--- src/rtl/seven_seg_scan_driver.sv ---
// Multiplexed seven-segment scan driver.
// A prescaler divides clk into digit slots. Each slot first drives one
// blank "anti-ghost" cycle, then shows the decoded nibble of the current
// digit, which comes from a shadow register. seg, an and slot_tick are all
// registered.
// Optional feature: define SEVEN_SEG_LZ_BLANK_EN to blank leading zero
// digits. Digit 0 is always shown.
`timescale 1ns / 1ps

module seven_seg_scan_driver #(
  parameter int unsigned DIGITS      = 4,
  parameter int unsigned REFRESH_DIV = 50000,
  parameter bit          ACTIVE_LOW  = 1'b1
) (
  input  logic                  clk,
  input  logic                  rst_n,
  input  logic [4*DIGITS-1:0]   value,
  input  logic                  load,
  input  logic [DIGITS-1:0]     digit_en,
  output logic [6:0]            seg,
  output logic [DIGITS-1:0]     an,
  output logic                  slot_tick
);

  localparam int unsigned CntW = $clog2(REFRESH_DIV);
  localparam int unsigned IdxW = (DIGITS > 1) ? $clog2(DIGITS) : 1;

  localparam logic [CntW-1:0]   CntMax = CntW'(REFRESH_DIV - 1);
  localparam logic [IdxW-1:0]   IdxMax = IdxW'(DIGITS - 1);
  // Inactive output levels; XOR with these converts high-true to the pin polarity.
  localparam logic [6:0]        SegOff = {7{ACTIVE_LOW}};
  localparam logic [DIGITS-1:0] AnOff  = {DIGITS{ACTIVE_LOW}};

  // Standard hex glyphs, high-true, bit order {G,F,E,D,C,B,A}.
  function automatic logic [6:0] hex_to_seg(input logic [3:0] nib);
    logic [6:0] s;
    case (nib)
      4'h0:    s = 7'h3F;
      4'h1:    s = 7'h06;
      4'h2:    s = 7'h5B;
      4'h3:    s = 7'h4F;
      4'h4:    s = 7'h66;
      4'h5:    s = 7'h6D;
      4'h6:    s = 7'h7D;
      4'h7:    s = 7'h07;
      4'h8:    s = 7'h7F;
      4'h9:    s = 7'h6F;
      4'hA:    s = 7'h77;
      4'hB:    s = 7'h7C;
      4'hC:    s = 7'h39;
      4'hD:    s = 7'h5E;
      4'hE:    s = 7'h79;
      default: s = 7'h71;
    endcase
    return s;
  endfunction

  logic [CntW-1:0]     cnt_q, cnt_d;
  logic [IdxW-1:0]     idx_q, idx_d;
  logic [4*DIGITS-1:0] shadow_q, shadow_d;
  logic                tick_q, tick_d;
  logic [6:0]          seg_q, seg_d;
  logic [DIGITS-1:0]   an_q, an_d;

  logic                wrap;
  logic [DIGITS-1:0]   lz_blank;
  logic [DIGITS-1:0]   an_on;
  logic [3:0]          sel_nib;
  logic                sel_en;
  logic                sel_blank;
  logic                show;

  // Prescaler, digit index and shadow register next state.
  always_comb begin
    wrap     = (cnt_q == CntMax);
    cnt_d    = wrap ? '0 : cnt_q + 1'b1;
    idx_d    = idx_q;
    if (wrap) begin
      idx_d = (idx_q == IdxMax) ? '0 : idx_q + 1'b1;
    end
    tick_d   = wrap;
    shadow_d = load ? value : shadow_q;
  end

`ifdef SEVEN_SEG_LZ_BLANK_EN
  logic upper_zero;

  // Blank digit i when it and all more significant nibbles are zero.
  always_comb begin
    lz_blank   = '0;
    upper_zero = 1'b1;
    for (int i = int'(DIGITS) - 1; i > 0; i--) begin
      upper_zero  = upper_zero & (shadow_q[4*i +: 4] == 4'h0);
      lz_blank[i] = upper_zero;
    end
  end
`else
  assign lz_blank = '0;
`endif

  // Output next state is built from the next prescaler and index values,
  // so the registered outputs line up with the slot the counters are in.
  // Segment data comes from shadow_q, so a load becomes visible one edge
  // after the shadow register updates.
  always_comb begin
    an_on     = '0;
    sel_nib   = 4'h0;
    sel_en    = 1'b0;
    sel_blank = 1'b0;
    for (int i = 0; i < int'(DIGITS); i++) begin
      if (idx_d == IdxW'(i)) begin
        an_on[i]  = 1'b1;
        sel_nib   = shadow_q[4*i +: 4];
        sel_en    = digit_en[i];
        sel_blank = lz_blank[i];
      end
    end

    // Prescaler 0 is the anti-ghost cycle. Masked or blanked digits stay dark for the whole slot.
    show  = (cnt_d != '0) && sel_en && !sel_blank;
    seg_d = SegOff;
    an_d  = AnOff;
    if (show) begin
      seg_d = hex_to_seg(sel_nib) ^ SegOff;
      an_d  = an_on ^ AnOff;
    end
  end

  // State and output registers with asynchronous active-low reset.
  always_ff @(posedge clk or negedge rst_n) begin
    if (!rst_n) begin
      cnt_q    <= '0;
      idx_q    <= '0;
      shadow_q <= '0;
      tick_q   <= 1'b0;
      seg_q    <= SegOff;
      an_q     <= AnOff;
    end else begin
      cnt_q    <= cnt_d;
      idx_q    <= idx_d;
      shadow_q <= shadow_d;
      tick_q   <= tick_d;
      seg_q    <= seg_d;
      an_q     <= an_d;
    end
  end

  assign seg       = seg_q;
  assign an        = an_q;
  assign slot_tick = tick_q;

endmodule
--- config.mk ---
export PLATFORM = sky130hd
export DESIGN_NAME = seven_seg_scan_driver
export DESIGN_NICKNAME = d
export VERILOG_FILES = /design/src/rtl/seven_seg_scan_driver.sv
export SDC_FILE = /design/constraint.sdc
export NUM_CORES = 1
export LEC_CHECK = 0
export BUFFER_PORTS_ARGS = -buffer_cell sky130_fd_sc_hd__buf_2
export CAP_MARGIN = 20
export CORE_MARGIN = 3
export CORE_UTILIZATION = 50
export CTS_BUF_LIST = sky130_fd_sc_hd__clkbuf_8
export DETAILED_ROUTE_END_ITERATION = 7
export PLACE_DENSITY = 0.68
export SLEW_MARGIN = 20
export SYNTH_ARGS = -nofsm -noshare
export SYNTH_HDL_FRONTEND = slang
export SYNTH_SLANG_ARGS = --single-unit
export TNS_END_PERCENT = 1
--- constraint.sdc ---
create_clock -name clk -period 8.7 [get_ports clk]
set_input_delay 1.305 -clock clk [delete_from_list [all_inputs] [get_ports clk]]
set_output_delay 1.305 -clock clk [all_outputs]
set_load 0.02 [all_outputs]
==> impl_results.md <==
- Final Instance Area: 0.002973 sq mm
- Mapped Avg Cell Area: 10.25 sq um
- EDFF count, synth: 0
- CP required: just under 9 ns
- Comb pwr share: a little over an eighth
- Crit end category: flop
- Final setup violation count: 0
- Iteration-0 DRC Markers: just under 200
- Die Height: between 70 and 80 um
- Mean number of vias per cell: 5.802
- Initial antenna violation count: 0
- Leakage power: around 1.3 nW
- Tot GR Track Use: a little under a fifth
- P_sw: ~0.11 mW
- Clk network pwr share: between 30% and 40%
- Area growth syn-to-layout: 11.08%
- Cell with the most instances after synthesis: dfrtp_1
- Crit Path Category: reg2reg
- #FFs+latches synth: 46
- Dpl ws: about 4.6 ns
- Syn. warnings: 0
- Ys async rst share: 100.0%
- Post-DP Area: 0.002858 sq mm
- PortBufs: 34
- Share of cells above drive strength 1: roughly 28%
- CP Cell Sequence: ha_1 > nand3_1 > nor4_4 > mux2i_2 > mux2i_1 > inv_1 > ha_1 > a32oi_1 > o211ai_1 > o21ai_0 > nand2_1 > o31ai_1 > o31ai_1
- Final WS setup: ~4.6 ns
- Wire per inst: between 15 and 20 um
- Pwr dens: ~150 mW/mm^2
- Hpwl dp: between 4000 and 5000 um
- Sw Share: between 20% and 30%
- Cell depth of the worst hold path: 1
- Leading post-synthesis cells by cell area: dfrtp_1 (33%), dfstp_2 (11%), mux2_2 (5.9%)
- Reg clk slew, reported paths: around 0.09 ns
- Die Span X: approximately 79 um
- Via count: roughly 2100
- Post-CTS Hold Buffers: 0
- Slowest stage cell, crit path: nor4_4
- DP Cell Count: 350
- Final hold violations: 0
- Die area: 0.006266 sq mm
- Pin count of the biggest net entering global routing: 47
- Max VDD drop: between 0.1 and 0.15 mV
- Outcome: finished, final reports clean
- CTS buffer count: 5
- Tot Pwr: approximately 0.45 mW
- Num Clock Sinks: 46
- Register share of total power: 51.7%
- Slowest stage delay, CP: about 0.70 ns
- Final Core Density: between 50% and 60%
- PostCTS Resize Cnt: 0
- CORE AREA: ~0.005 sq mm
- Antenna fix cells: 0
- Nets@finish: ~320
- First-pass GRT wire length: between 9000 and 10000 um
- Remaining Overflow, GRT: 0
- Final hold slack: 0.5141 ns
- Worst slew margin: just over 50%
- Final GP Congestion: roughly 0.87
- Vias in the first global route: about 1900
- Length of the first detailed-routing pass in iterations: 5
- Clock Tree Buf Depth: 2
- IO Count: 35
- Worst EP arrival: around 4.3 ns
- Fmax: 0.2439 GHz
- Fin crit share: between 40% and 50%
- Worst R2R Path Depth: 13
- Synth Instances: ~260
- Internal Pwr Total: roughly 0.34 mW
- Initial Utilization: between 50% and 60%
- H-tree levels: 2
- Top-area cell type share of the netlist area: around a third
- HP Class: reg2reg
- Clock Skew: between 0.01 and 0.015 ns
- Clock Latency Late Sink: 0.30 ns
- Startpoint Class: flop
- Net Count, Synth: roughly 300
- Commonest cells in the netlist: dfrtp_1 (35), nand3_1 (20), nand2_1 (16), mux2_2 (14)
- RSZ-0062 raised after global routing: false
- CTS tree: done
- Setup_tns: 0 ns
- Final cell count without fillers: 358
- Min Tclk post-route: about 4.1 ns
- Worst Tran Pin Value: about 0.74 ns
- Top FF cell, synth: dfrtp_1
- Max FO, Critical Path: 13
- Register area share after synthesis: roughly 44%
- CTS root buffer: clkbuf_8
- Area leader, netlist: dfrtp_1
- Yosys cell types: 58
- Final max-slew violation count: 0
- DRC viols: 0
- Mapped Area: roughly 0.0027 sq mm
- Max cap viols: 0
- WL final: 5477 um
- Post-CTS Setup Bufs: 0
- Post-DRT Antenna Nets: 0
- Rows: 26
-- worst paths after layout --
check / startpoint / endpoint / slack, ns
setup reg to reg: cnt_q[0] / seg[0] / 4.60
hold reg to reg: shadow_q[9] / shadow_q[9] / 0.51
min in group asynchronous: rst_n / cnt_q[5] / 0.99
setup / recovery: cnt_q[0] / seg[0] / 4.60
hold / removal: shadow_q[9] / shadow_q[9] / 0.51
max in group asynchronous: rst_n / shadow_q[3] / 7.31
-- state kept, by name (all words and copies together) (netlist names) --
register,flops
cnt_q,16
idx_q,2
shadow_q,16
slot_tick,1
seg,7
an,4
-- cell families after synthesis --
| kind of cell | synth area share [%] |
|---|---|
| simple gates | 20.15 |
| compound gates | 12.62 |
| flops | 43.53 |
| buf+inv | 4.441 |
| mux | 10.29 |
| xor+xnor | 5.236 |
| fa+ha+maj | 3.740 |
-- worst max-delay path: cells and delay by family (launching register included) --
family	cells	cell delay, ns
muxes	2	1.14
and+or+nand+nor	3	1.02
AOI/OAI and AO/OA	5	0.66
adders and majority gates	2	0.60
DFF	1	0.43
buffers and inverters	1	0.17
-- layout make-up --
type,count,area (sq um)
timing repair buffer,34,172.7
tap,70,87.58
inverter,11,42.54
multi-input combinational,189,1393
clock buffer,5,68.82
clock inverter,3,43.79
sequential,46,1165
fill,478,2167
-- cells in the final DEF (no fill, tap or decap), types with 6 or more instances in the layout --
master,netlist,routed
dfrtp_1,35,35
buf_2,1,33
nand3_1,20,20
nand2_1,16,16
mux2_2,14,14
nor2_1,12,12
o21ai_0,12,12
dfstp_2,11,11
nor3_1,10,10
inv_1,9,9
mux2i_1,9,9
xor2_1,8,8
xnor2_1,8,8
ha_1,8,8
nand4_1,6,6
-- routing by layer --
metal	GRT usage, %	routed length, um
met2	27.27	2320
met4	6.873	65
met5	0	0
met1	27.85	2778
met3	3.175	312
-- power by group through the flow --
stage	sequential (mW)	clock [mW]	combinational, mW
floorplan	0.242	0	0.0352
global placement	0.238	0	0.0600
detailed placement	0.239	0	0.0606
CTS	0.235	0.165	0.0607
global route	0.236	0.173	0.0681
finish	0.235	0.158	0.0607
(Power assumes the default switching activity.)
